<file path="src/rtl/cmp_pkg.sv">
// rtl/cmp_pkg.sv - shared types and result constants for the iterative comparator
package cmp_pkg;

    typedef enum logic [1:0] {
        ST_IDLE = 2'd0,
        ST_RUN  = 2'd1,
        ST_DONE = 2'd2
    } cmp_state_t;

    typedef struct packed {
        logic gt;
        logic eq;
        logic lt;
    } cmp_res_t;

    localparam cmp_res_t RES_GT   = 3'b100;
    localparam cmp_res_t RES_EQ   = 3'b010;
    localparam cmp_res_t RES_LT   = 3'b001;
    localparam cmp_res_t RES_NONE = 3'b000;

endpackage

</file>
<file path="src/rtl/chunk_cmp.sv">
// rtl/chunk_cmp.sv - combinational CHUNK-bit magnitude comparator (MSB-first priority chain)
module chunk_cmp #(
    parameter int CHUNK = 4
) (
    input  logic [CHUNK-1:0] a_i,
    input  logic [CHUNK-1:0] b_i,
    output logic             gt_o,
    output logic             eq_o,
    output logic             lt_o
);

    logic hi_eq;

    // A bit decides only when every more significant bit was equal.
    always_comb begin
        gt_o  = 1'b0;
        lt_o  = 1'b0;
        hi_eq = 1'b1;
        for (int i = CHUNK - 1; i >= 0; i--) begin
            gt_o  = gt_o | (hi_eq & a_i[i] & ~b_i[i]);
            lt_o  = lt_o | (hi_eq & ~a_i[i] & b_i[i]);
            hi_eq = hi_eq & ~(a_i[i] ^ b_i[i]);
        end
        eq_o = hi_eq;
    end

endmodule

</file>
<file path="src/rtl/iter_comparator.sv">
// rtl/iter_comparator.sv - slice-serial magnitude comparator, MSB first with early exit
// Optional two's-complement mode is built only when CMP_SIGNED_EN is defined.
module iter_comparator
    import cmp_pkg::*;
#(
    parameter int WIDTH = 16,
    parameter int CHUNK = 4
) (
    input  logic             clk,
    input  logic             rst_n,
    input  logic             in_valid,
    output logic             in_ready,
    input  logic [WIDTH-1:0] a,
    input  logic [WIDTH-1:0] b,
    input  logic             signed_i,
    output logic             out_valid,
    input  logic             out_ready,
    output logic             gt,
    output logic             eq,
    output logic             lt
);

    localparam int NCHUNK = WIDTH / CHUNK;
    localparam int IDX_W  = (NCHUNK > 1) ? $clog2(NCHUNK) : 1;
    localparam logic [IDX_W-1:0] IDX_TOP = IDX_W'(NCHUNK - 1);

    cmp_state_t       state_q;
    logic [IDX_W-1:0] idx_q;
    logic [WIDTH-1:0] a_q;
    logic [WIDTH-1:0] b_q;
    cmp_res_t         res_q;
    logic [CHUNK-1:0] slice_a;
    logic [CHUNK-1:0] slice_b;
    logic             s_gt;
    logic             s_eq;
    logic             s_lt;
    logic             accept;

`ifdef CMP_SIGNED_EN
    logic signed_q;
`else
    logic unused_signed;
    assign unused_signed = signed_i;
`endif

    assign in_ready  = (state_q == ST_IDLE) || ((state_q == ST_DONE) && out_ready);
    assign out_valid = (state_q == ST_DONE);
    assign accept    = in_valid && in_ready;
    assign gt        = res_q.gt;
    assign eq        = res_q.eq;
    assign lt        = res_q.lt;

    // Flipping the top sign bit maps two's-complement onto offset-binary order.
    always_comb begin
        slice_a = a_q[idx_q*CHUNK +: CHUNK];
        slice_b = b_q[idx_q*CHUNK +: CHUNK];
`ifdef CMP_SIGNED_EN
        if (signed_q && (idx_q == IDX_TOP)) begin
            slice_a[CHUNK-1] = ~slice_a[CHUNK-1];
            slice_b[CHUNK-1] = ~slice_b[CHUNK-1];
        end
`endif
    end

    chunk_cmp #(.CHUNK(CHUNK)) u_chunk_cmp (
        .a_i  (slice_a),
        .b_i  (slice_b),
        .gt_o (s_gt),
        .eq_o (s_eq),
        .lt_o (s_lt)
    );

    always_ff @(posedge clk or negedge rst_n) begin
        if (!rst_n) begin
            state_q  <= ST_IDLE;
            idx_q    <= '0;
            a_q      <= '0;
            b_q      <= '0;
            res_q    <= RES_NONE;
`ifdef CMP_SIGNED_EN
            signed_q <= 1'b0;
`endif
        end else begin
            if (accept) begin
                a_q      <= a;
                b_q      <= b;
                idx_q    <= IDX_TOP;
`ifdef CMP_SIGNED_EN
                signed_q <= signed_i;
`endif
            end
            case (state_q)
                ST_IDLE: if (accept) state_q <= ST_RUN;
                ST_RUN: begin
                    if (!s_eq) begin
                        res_q   <= s_gt ? RES_GT : (s_lt ? RES_LT : RES_NONE);
                        state_q <= ST_DONE;
                    end else if (idx_q == '0) begin
                        res_q   <= RES_EQ;
                        state_q <= ST_DONE;
                    end else begin
                        idx_q <= idx_q - 1'b1;
                    end
                end
                ST_DONE: if (out_ready) state_q <= accept ? ST_RUN : ST_IDLE;
                default: state_q <= ST_IDLE;
            endcase
        end
    end

endmodule

</file>
<file path="config.mk">
export PLATFORM = sky130hd
export DESIGN_NAME = iter_comparator
export DESIGN_NICKNAME = d
export VERILOG_FILES = /design/src/rtl/cmp_pkg.sv /design/src/rtl/chunk_cmp.sv /design/src/rtl/iter_comparator.sv
export SDC_FILE = /design/constraint.sdc
export NUM_CORES = 1
export LEC_CHECK = 0
export ABC_AREA = 1
export ABC_CLOCK_PERIOD_IN_PS = 2400
export CORE_AREA = 4 4 97 53
export CTS_CLUSTER_DIAMETER = 80
export DETAILED_ROUTE_END_ITERATION = 16
export DIE_AREA = 0 0 101 57
export PLACE_DENSITY = 0.88
export SETUP_SLACK_MARGIN = 0.4
export SYNTH_ARGS = -nofsm -noshare
export SYNTH_HDL_FRONTEND = slang
export SYNTH_SLANG_ARGS = --single-unit
</file>
<file path="constraint.sdc">
create_clock -name clk -period 2.4 [get_ports clk]
set_clock_uncertainty 0.15 [all_clocks]
set_input_delay 0.6 -clock clk [delete_from_list [all_inputs] [get_ports clk]]
set_output_delay 0.6 -clock clk [all_outputs]
set_load 0.02 [all_outputs]
</file>
## Word level (Yosys, flattened, before mapping)

Cells that the tools add are included.

- Reduce and logical (&&, ||, !) cells: 7
- Multiplexer cells: 14
- Equal/unequal tests: 6
- Shift-type cells: 2
- Bitwise logic cells: 39
- Add/sub/neg operators: 1

Operators with widths:

| cell | number |
|---|---|
| $shiftx A16 B5 Y4 | 2 |
| $and A1 B1 Y1 | 17 |
| $mux W2 | 8 |
| $not A1 Y1 | 12 |
| $mux W3 | 3 |
| $or A1 B1 Y1 | 6 |
| $pmux W2 S3 | 1 |
| $logic_not A2 Y1 | 2 |
| $ne A2 B1 Y1 const B | 2 |
| $xor A1 B1 Y1 | 4 |
| $ne A3 B3 Y1 const B | 1 |
| $reduce_and A3 Y1 | 1 |
| $eq A2 B1 Y1 const B | 1 |
| $eq A2 B2 Y1 const B | 1 |
| $logic_and A1 B1 Y1 | 2 |
| $mux W1 | 2 |
| $ne A2 B2 Y1 const B | 1 |
| $reduce_and A2 Y1 | 1 |
| $sub A2 B1 Y2 const B | 1 |
| $logic_or A1 B1 Y1 | 1 |

- Logic and storage cells: 76
- Output and inout port bits: 5
- Flip-flop bits (word level): 39

## Longest topological paths before layout

Gate-level depths: netlist of the first run.

- Word-level depth: 11
- Mapped depth: 17
- Mapped depth without buffers: 16

## Modules after synthesis

From an unflattened synthesis of the first run, not the netlist that was laid out.

- Cells, all modules: 262
- Area, all modules: 1,975.6 um^2

Modules (own cells, without submodules):

| module | area an instance (um^2) | instances | cells an instance | seq. area each (um^2) |
|---|---|---|---|---|
| iter_comparator | 1,803.0 | 1 | 230 | 975.9 |
| chunk_cmp | 172.7 | 1 | 32 | 0.0 |

## Worst setup path before layout of the first run

OpenSTA, ideal clock, no wires.

- Path kind: reg-to-reg
- From: register idx_q[0]
- To: register res_q, in the netlist gt
- Setup time: 0.117 ns
- Period minus slack after synthesis: 2.111 ns
- Stages on the path, launching flop included: 18
- Data required time: 2.133 ns
- Buffers on the path: 1
- Setup slack: 0.289 ns
- Arrival time: 1.845 ns
- Path through: dfrtp_1 -> inv_2 -> buf_2 -> nor2_1 -> nor2_1 -> o21ai_0 -> nand2_1 -> inv_1 -> ha_1 -> inv_1 -> nor2_2 -> nand2_1 -> nand2_2 -> nand3_4 -> nand2_2 -> inv_2 -> nor2_1 -> nor2_1

- Word-level cells in the longest chain between the ends: 10
- Elaborated cells on any way between the ends: 32
- Classes of those cells: 1 x eq/ne; 2 x shift; 2 x mux; 25 x bitwise; 2 x reduce/logical

RTL lines:

| what | line | text |
|---|---|---|
| start: declaration | iter_comparator.sv:28 | `logic [IDX_W-1:0] idx_q;` |
| start signal: assignment | iter_comparator.sv:102 | `idx_q <= idx_q - 1'b1;` |
| $shiftx A16 B5 Y4 (on tied branches) | iter_comparator.sv:55, iter_comparator.sv:56 |  |
| $xor A1 B1 Y1 | chunk_cmp.sv:22 | `hi_eq = hi_eq & ~(a_i[i] ^ b_i[i]);` |
| $not A1 Y1 | chunk_cmp.sv:22 |  |
| $and A1 B1 Y1 (on tied branches) (2 in a row) | chunk_cmp.sv:20, chunk_cmp.sv:22 |  |
| $or A1 B1 Y1 or $and A1 B1 Y1 (tied branches) (2 in a row) | chunk_cmp.sv:20 | `gt_o = gt_o \| (hi_eq & a_i[i] & ~b_i[i]);` |
| $or A1 B1 Y1 | chunk_cmp.sv:20 |  |
| $mux W3 | iter_comparator.sv:96 | `res_q <= s_gt ? RES_GT : (s_lt ? RES_LT : RES_NONE);` |
| $mux W3 | iter_comparator.sv:95 | `if (!s_eq) begin` |
| end signal: assignment | iter_comparator.sv:96 |  |
| end: declaration | iter_comparator.sv:31 | `cmp_res_t res_q;` |

Parallel ways exist; a longest one is shown, timed or not.
A chain may end at the register's enable or synchronous reset.

## Worst setup path in the final report of the first run

- From: register idx_q[0]
- To: register idx_q[0]

- Word-level cells in the longest chain between the ends: 8
- Elaborated cells on any way between the ends: 19
- Classes of those cells: 1 x add/sub; 2 x shift; 4 x mux; 11 x bitwise; 1 x reduce/logical

RTL lines:

| what | line | text |
|---|---|---|
| $shiftx A16 B5 Y4 (on tied branches) | iter_comparator.sv:55, iter_comparator.sv:56 |  |
| $xor A1 B1 Y1 | chunk_cmp.sv:22 |  |
| $not A1 Y1 | chunk_cmp.sv:22 |  |
| $and A1 B1 Y1 (3 in a row) | chunk_cmp.sv:22 |  |
| $mux W2 | iter_comparator.sv:95 |  |
| $mux W2 * | iter_comparator.sv:92 | `case (state_q)` |

Mark *: on every way between the ends. The rest lies on a longest branch, timed or not.

==> results.toml, run 1 <==
[synthesis]
synth_most_common_cell = "nand2_1"
yosys_warnings = 0
synth_area_leaders = "dfrtp_1 (46%), nand2_1 (16%), mux2_2 (15%)"
syn_inst = 253
yosys-top-cells-count = "nand2_1 (88), dfrtp_1 (39), mux2_2 (28), nand3_1 (23)"
syn_area_um2 = 2110
synthDistinctLibCells = 21
ys_async_sr_fraction = 1.00
synth-edff-count = 0
ys.flop_type = "dfrtp_1"
ys_ff_latch = 39
syn_avg_cell_area_um2 = 8.36
synth_seq_area_share = 0.462
yosys.area.top_type = "dfrtp_1"
synth_top_area_frac = 0.462
syn_nets = 292

[setup_path]
worstPathCellList = "inv_2 -> nor2_1 -> nor2_1 -> o21ai_1 -> nand2_1 -> inv_2 -> ha_4 -> inv_2 -> nor2_4 -> nand2_1 -> nand2_2 -> nand3_4 -> nor2_4 -> nand2_1 -> o21ai_1 -> inv_1"
crit_type = "reg -> reg"
cp-end-kind = "flip-flop"
slowest_delay_ns = 0.45
rrSetupSlack_ns = 0.25
worstSetupStartpointType = "flip-flop"
cp_top_family = "simple AND/OR/NAND/NOR gates"
cp_max_fo = 5
cp.required_ns = 2.45
worstPathArrival_ns = 2.20
path_buf_inv = 4
reg2reg_to = "idx_q[0]$_DFF_PN0_"
crit_slowest_cell = "dfrtp_2"
reg2regPathDepth = 16
r2r-start = "idx_q[0]$_DFF_PN0_"

[sta]
tightest_slew_ns = 0.368
slew_viol_final = 0
fin_crit_ns = 2.15
fmax_mhz = 465
rsz0062_at_grt = "yes"
setup_slack_ns = 0.249
setup_violations = 0
fin_crit_sh = 0.896
relSlewSlack = 0.755
hold_viol = 0

[global_route]
antenna_found_initial = 0
grtUsageTotal = 0.176
grt_max_degree = 20
grt_pass1_vias = 1714
grt_pass1_wl_mm = 7.84
overflow = 0

[power]
design_power_total_uw = 4200
ir_drop_v = 0.000574
p_leak_uw = 0.00137
power.density_nw_per_um2 = 1500

[run]
cap_violations = 0

[floorplan]
initial_core_util = 0.495
ios = 42
die_x_um = 101
die_h_um = 57
row_count = 17
design.die.area_um2 = 5760
core_area_um2 = 4280

[final_layout]
finalNonFillerCells = 362
fin_area_um2 = 2790
final_util = 0.653
nets = 343
regArea_um2 = 978
syn_to_final_growth_pct = 32.1
multi_input_area_um2 = 1040
drive_gt1_frac = 0.262
fillCellCount = 344
diodes = 0

[placement]
io_buffers = 40
place_hpwl_mm = 3.56
dp_cells = 349
placed_cell_area_um2 = 2610
gp_congestion = 0.867
place_ws_ns = -0.246

[detailed_routing]
via_per_inst = 5.00
drc = 0
dr.pass1.iters = 4
vias = 1811
wl_per_cell_um = 13.3
postRouteWirelength_mm = 4.81
drtAntennaViolNets = 0
drtIter0Drc = 48

[clock_tree]
cts-root-buf = "clkbuf_8"
path_clk_slew_ns = 0.08
clockBufferDepth = 2
cts_buffers = 5
cts.sinks = 39
htree_levels = 2
cts_tree = "done"
clkLatencyLatePin_ns = 0.30

[worst_hold_path]
hp-class = "in -> async"

[status]
status = "finished, final reports clean"
area by class of cell:
type                       count  share of cell area
clock inverter                 3              0.0170
sequential                    39               0.350
inverter                      25              0.0345
tap                           57              0.0255
multi-input combinational    179               0.372
timing repair buffer          54               0.176
clock buffer                   5              0.0246
power by group:
part	internal, uW	total (uW)	switching, uW
Clock	315	568	253
Sequential	980	1190	206
Combinational	1030	2450	1420
Total	2330	4200	1880
kinds of logic (layout without fill, tap and decap cells):
family | after synthesis | in the layout | share of synthesized area
mux | 28 | 28 | 0.149
fa+ha+maj | 2 | 2 | 0.0118
compound gates | 11 | 11 | 0.0278
flops | 39 | 39 | 0.462
simple gates | 138 | 138 | 0.274
buf+inv | 35 | 87 | 0.0757
worst max path at each step:
stage	from	end	depth (start not counted)
5_1_grt	idx_q[0]$_DFF_PN0_	idx_q[0]$_DFF_PN0_	16
3_5_place_dp	out_ready	in_ready	4
6_report	idx_q[0]$_DFF_PN0_	idx_q[0]$_DFF_PN0_	16
3_3_place_gp	out_ready	in_ready	4
4_1_cts	out_ready	in_ready	4
2_1_floorplan	idx_q[1]$_DFF_PN0_	idx_q[1]$_DFF_PN0_	15
per-layer routing:
| layer | wire (um) | track usage | share of wire |
|---|---|---|---|
| met1 | 2160 | 0.235 | 0.45 |
| met2 | 2200 | 0.270 | 0.46 |
| met3 | 400 | 0.0720 | 0.083 |
| met4 | 48 | 0.0417 | 0.010 |
| met5 | 0 | 0 | 0 |
cell usage in the layout, fill, tap and decap left out, types with 2 or more instances in the layout:
| cell | instances |
|---|---|
| o21ai_1 | 3 |
| mux2_2 | 28 |
| dfrtp_2 | 2 |
| nand3_1 | 21 |
| clkbuf_8 | 5 |
| dfrtp_1 | 37 |
| inv_1 | 17 |
| nor2_4 | 2 |
| dlygate4sd2_1 | 3 |
| nand2_2 | 4 |
| nor2_2 | 3 |
| a21oi_1 | 5 |
| a21oi_2 | 2 |
| inv_2 | 7 |
| nand2_1 | 86 |
| nor2_1 | 17 |
| nand3_2 | 2 |
| buf_4 | 15 |
| clkdlybuf4s50_1 | 33 |
sequential cells by signal (all words and copies together) (netlist names):
signal   flops
a_q         16
b_q         16
idx_q        2
state_q      2
eq           1
gt           1
lt           1
what timing repair did:
item,4_1_cts,5_1_grt
endpoints found under the setup margin,12,9
pin swaps,6,4
resized for setup,16,12
hold buffers,0,0
buffers inserted,4,1
through the flow:
step	TNS (ns)	hold WS [ns]
after CTS	0	0.0513
after global placement	-0.222	0.338
final	0	0.0486
after global routing	0	0.0542
after detailed placement	-0.246	0.345
after floorplan	0	0.154
(Power assumes the default switching activity.)
==> run 2, diff against run 1 <==
--- a/config.mk
+++ b/config.mk
@@ -9,10 +9,12 @@
 export ABC_CLOCK_PERIOD_IN_PS = 2400
 export CORE_AREA = 4 4 97 53
 export CTS_CLUSTER_DIAMETER = 80
+export CTS_CLUSTER_SIZE = 28
 export DETAILED_ROUTE_END_ITERATION = 16
 export DIE_AREA = 0 0 101 57
 export PLACE_DENSITY = 0.88
 export SETUP_SLACK_MARGIN = 0.4
+export SKIP_CTS_REPAIR_TIMING = 1
 export SYNTH_ARGS = -nofsm -noshare
 export SYNTH_HDL_FRONTEND = slang
 export SYNTH_SLANG_ARGS = --single-unit
==> results.toml, run 2 (synthesis results as in run 1) <==
[floorplan]
die_x_um = 101
die_h_um = 57
ios = 42
design.die.area_um2 = 5760
initial_core_util = 0.495
row_count = 17
core_area_um2 = 4280

[detailed_routing]
dr.pass1.iters = 4
drtIter0Drc = 53
drtAntennaViolNets = 0
postRouteWirelength_mm = 4.77
drc = 0
wl_per_cell_um = 13.3
via_per_inst = 4.98
vias = 1787

[power]
p_leak_uw = 0.00140
power.density_nw_per_um2 = 1490
ir_drop_v = 0.000573
design_power_total_uw = 4150

[placement]
dp_cells = 349
io_buffers = 40
gp_congestion = 0.867
place_hpwl_mm = 3.56

[setup_path]
worstPathArrival_ns = 1.50
cp-end-kind = "output pin"
crit_type = "in -> out"
cp.required_ns = 1.65
cp_max_fo = 2
worstSetupStartpointType = "input port"

[global_route]
antenna_found_initial = 0
grt_pass1_vias = 1689
grt_pass1_wl_mm = 7.69
grtUsageTotal = 0.173
grt_max_degree = 20
overflow = 0

[sta]
fin_crit_sh = 0.936
fmax_mhz = 445
setup_violations = 0
relSlewSlack = 0.757
fin_crit_ns = 2.25
rsz0062_at_grt = "yes"
tightest_slew_ns = 0.365
slew_viol_final = 0
hold_viol = 0

[final_layout]
layout_commonest_cell = "nand2_1"
layout_common_cells = "nand2_1 (87), dfrtp_1 (37), clkdlybuf4s50_1 (34)"
top_regs = "a_q: 16 flops, b_q: 16 flops"
nets = 340
syn_to_final_growth_pct = 31.5
finalNonFillerCells = 359
diodes = 0
drive_gt1_frac = 0.235

[clock_tree]
htree_levels = 2
path_clk_slew_ns = 0.08
clockBufferDepth = 2
cts.sinks = 39
cts_buffers = 5
cts-root-buf = "clkbuf_8"
cts_tree = "done"
clkLatencyLatePin_ns = 0.31

[run]
cap_violations = 0

[status]
status = "finished, final reports clean"

[worst_hold_path]
hp-class = "in -> async"
==> run 2: cell count changes in the layout (fill, tap and decap cells not counted), sizes merged <==
| cell | previous run | this run |
|---|---|---|
| buf | 16 | 12 |
| dlymetal6s2s | 1 | 5 |
| dlygate4sd2 | 3 | 0 |
| clkbuf | 6 | 5 |
| clkdlybuf4s50 | 33 | 34 |
==> run 2: layout make-up <==
| class | count | area (um2) |
|---|---|---|
| clock buffers | 5 | 68.8 |
| clock inverters | 3 | 47.5 |
| fillers | 341 | 1490 |
| inverters | 25 | 96.3 |
| multi-input cells | 179 | 1030 |
| flip-flops and latches | 39 | 978 |
| well taps | 57 | 71.3 |
| repair buffers | 51 | 490 |
==> run 2: metal layers <==
metal / track usage / routed length (um)
met5: 0 / 0
met4: 0.0417 / 48
met3: 0.0720 / 430
met2: 0.261 / 2170
met1: 0.233 / 2120
==> run 2: path summary, 6_finish.rpt <==
kind,startpoint,endpoint,slack (ns),cells after the start
setup / recovery,out_ready,in_ready,0.15,4
hold / removal,rst_n,b_q[15]$_DFFE_PN0P_,0.05,1
setup reg to reg,idx_q[0]$_DFF_PN0_,idx_q[1]$_DFF_PN0_,0.19,16
hold reg to reg,b_q[0]$_DFFE_PN0P_,b_q[0]$_DFFE_PN0P_,0.37,1
max in group asynchronous,rst_n,b_q[10]$_DFFE_PN0P_,1.55,2
min in group clk,b_q[0]$_DFFE_PN0P_,b_q[0]$_DFFE_PN0P_,0.37,1
==> run 2: worst max-delay path, cell delays in order <==
cell and delay, ns:
clkdlybuf4s50_1 0.45, inv_1 0.05, a21oi_1 0.14, dlymetal6s2s_1 0.25
==> run 2: report_power, final <==
group | internal, uW | switching [uW]
registers | 980 | 202
logic | 1000 | 1400
clock network | 315 | 256
==> run 2: through the flow <==
stage / hold WS [ns] / utilization / setup WS (ns) / TNS [ns] / area (um2)
final: 0.0460 / 0.651 / 0.153 / 0 / 2780
after global routing: 0.0542 / 0.651 / 0.0829 / 0 / 2780
after CTS: 0.0514 / 0.637 / -0.247 / -0.247 / 2720
after detailed placement: 0.345 / 0.610 / -0.246 / -0.246 / 2610
after global placement: 0.338 / 0.610 / -0.222 / -0.222 / 2610
after floorplan: 0.154 / - / 0.353 / 0 / 2150
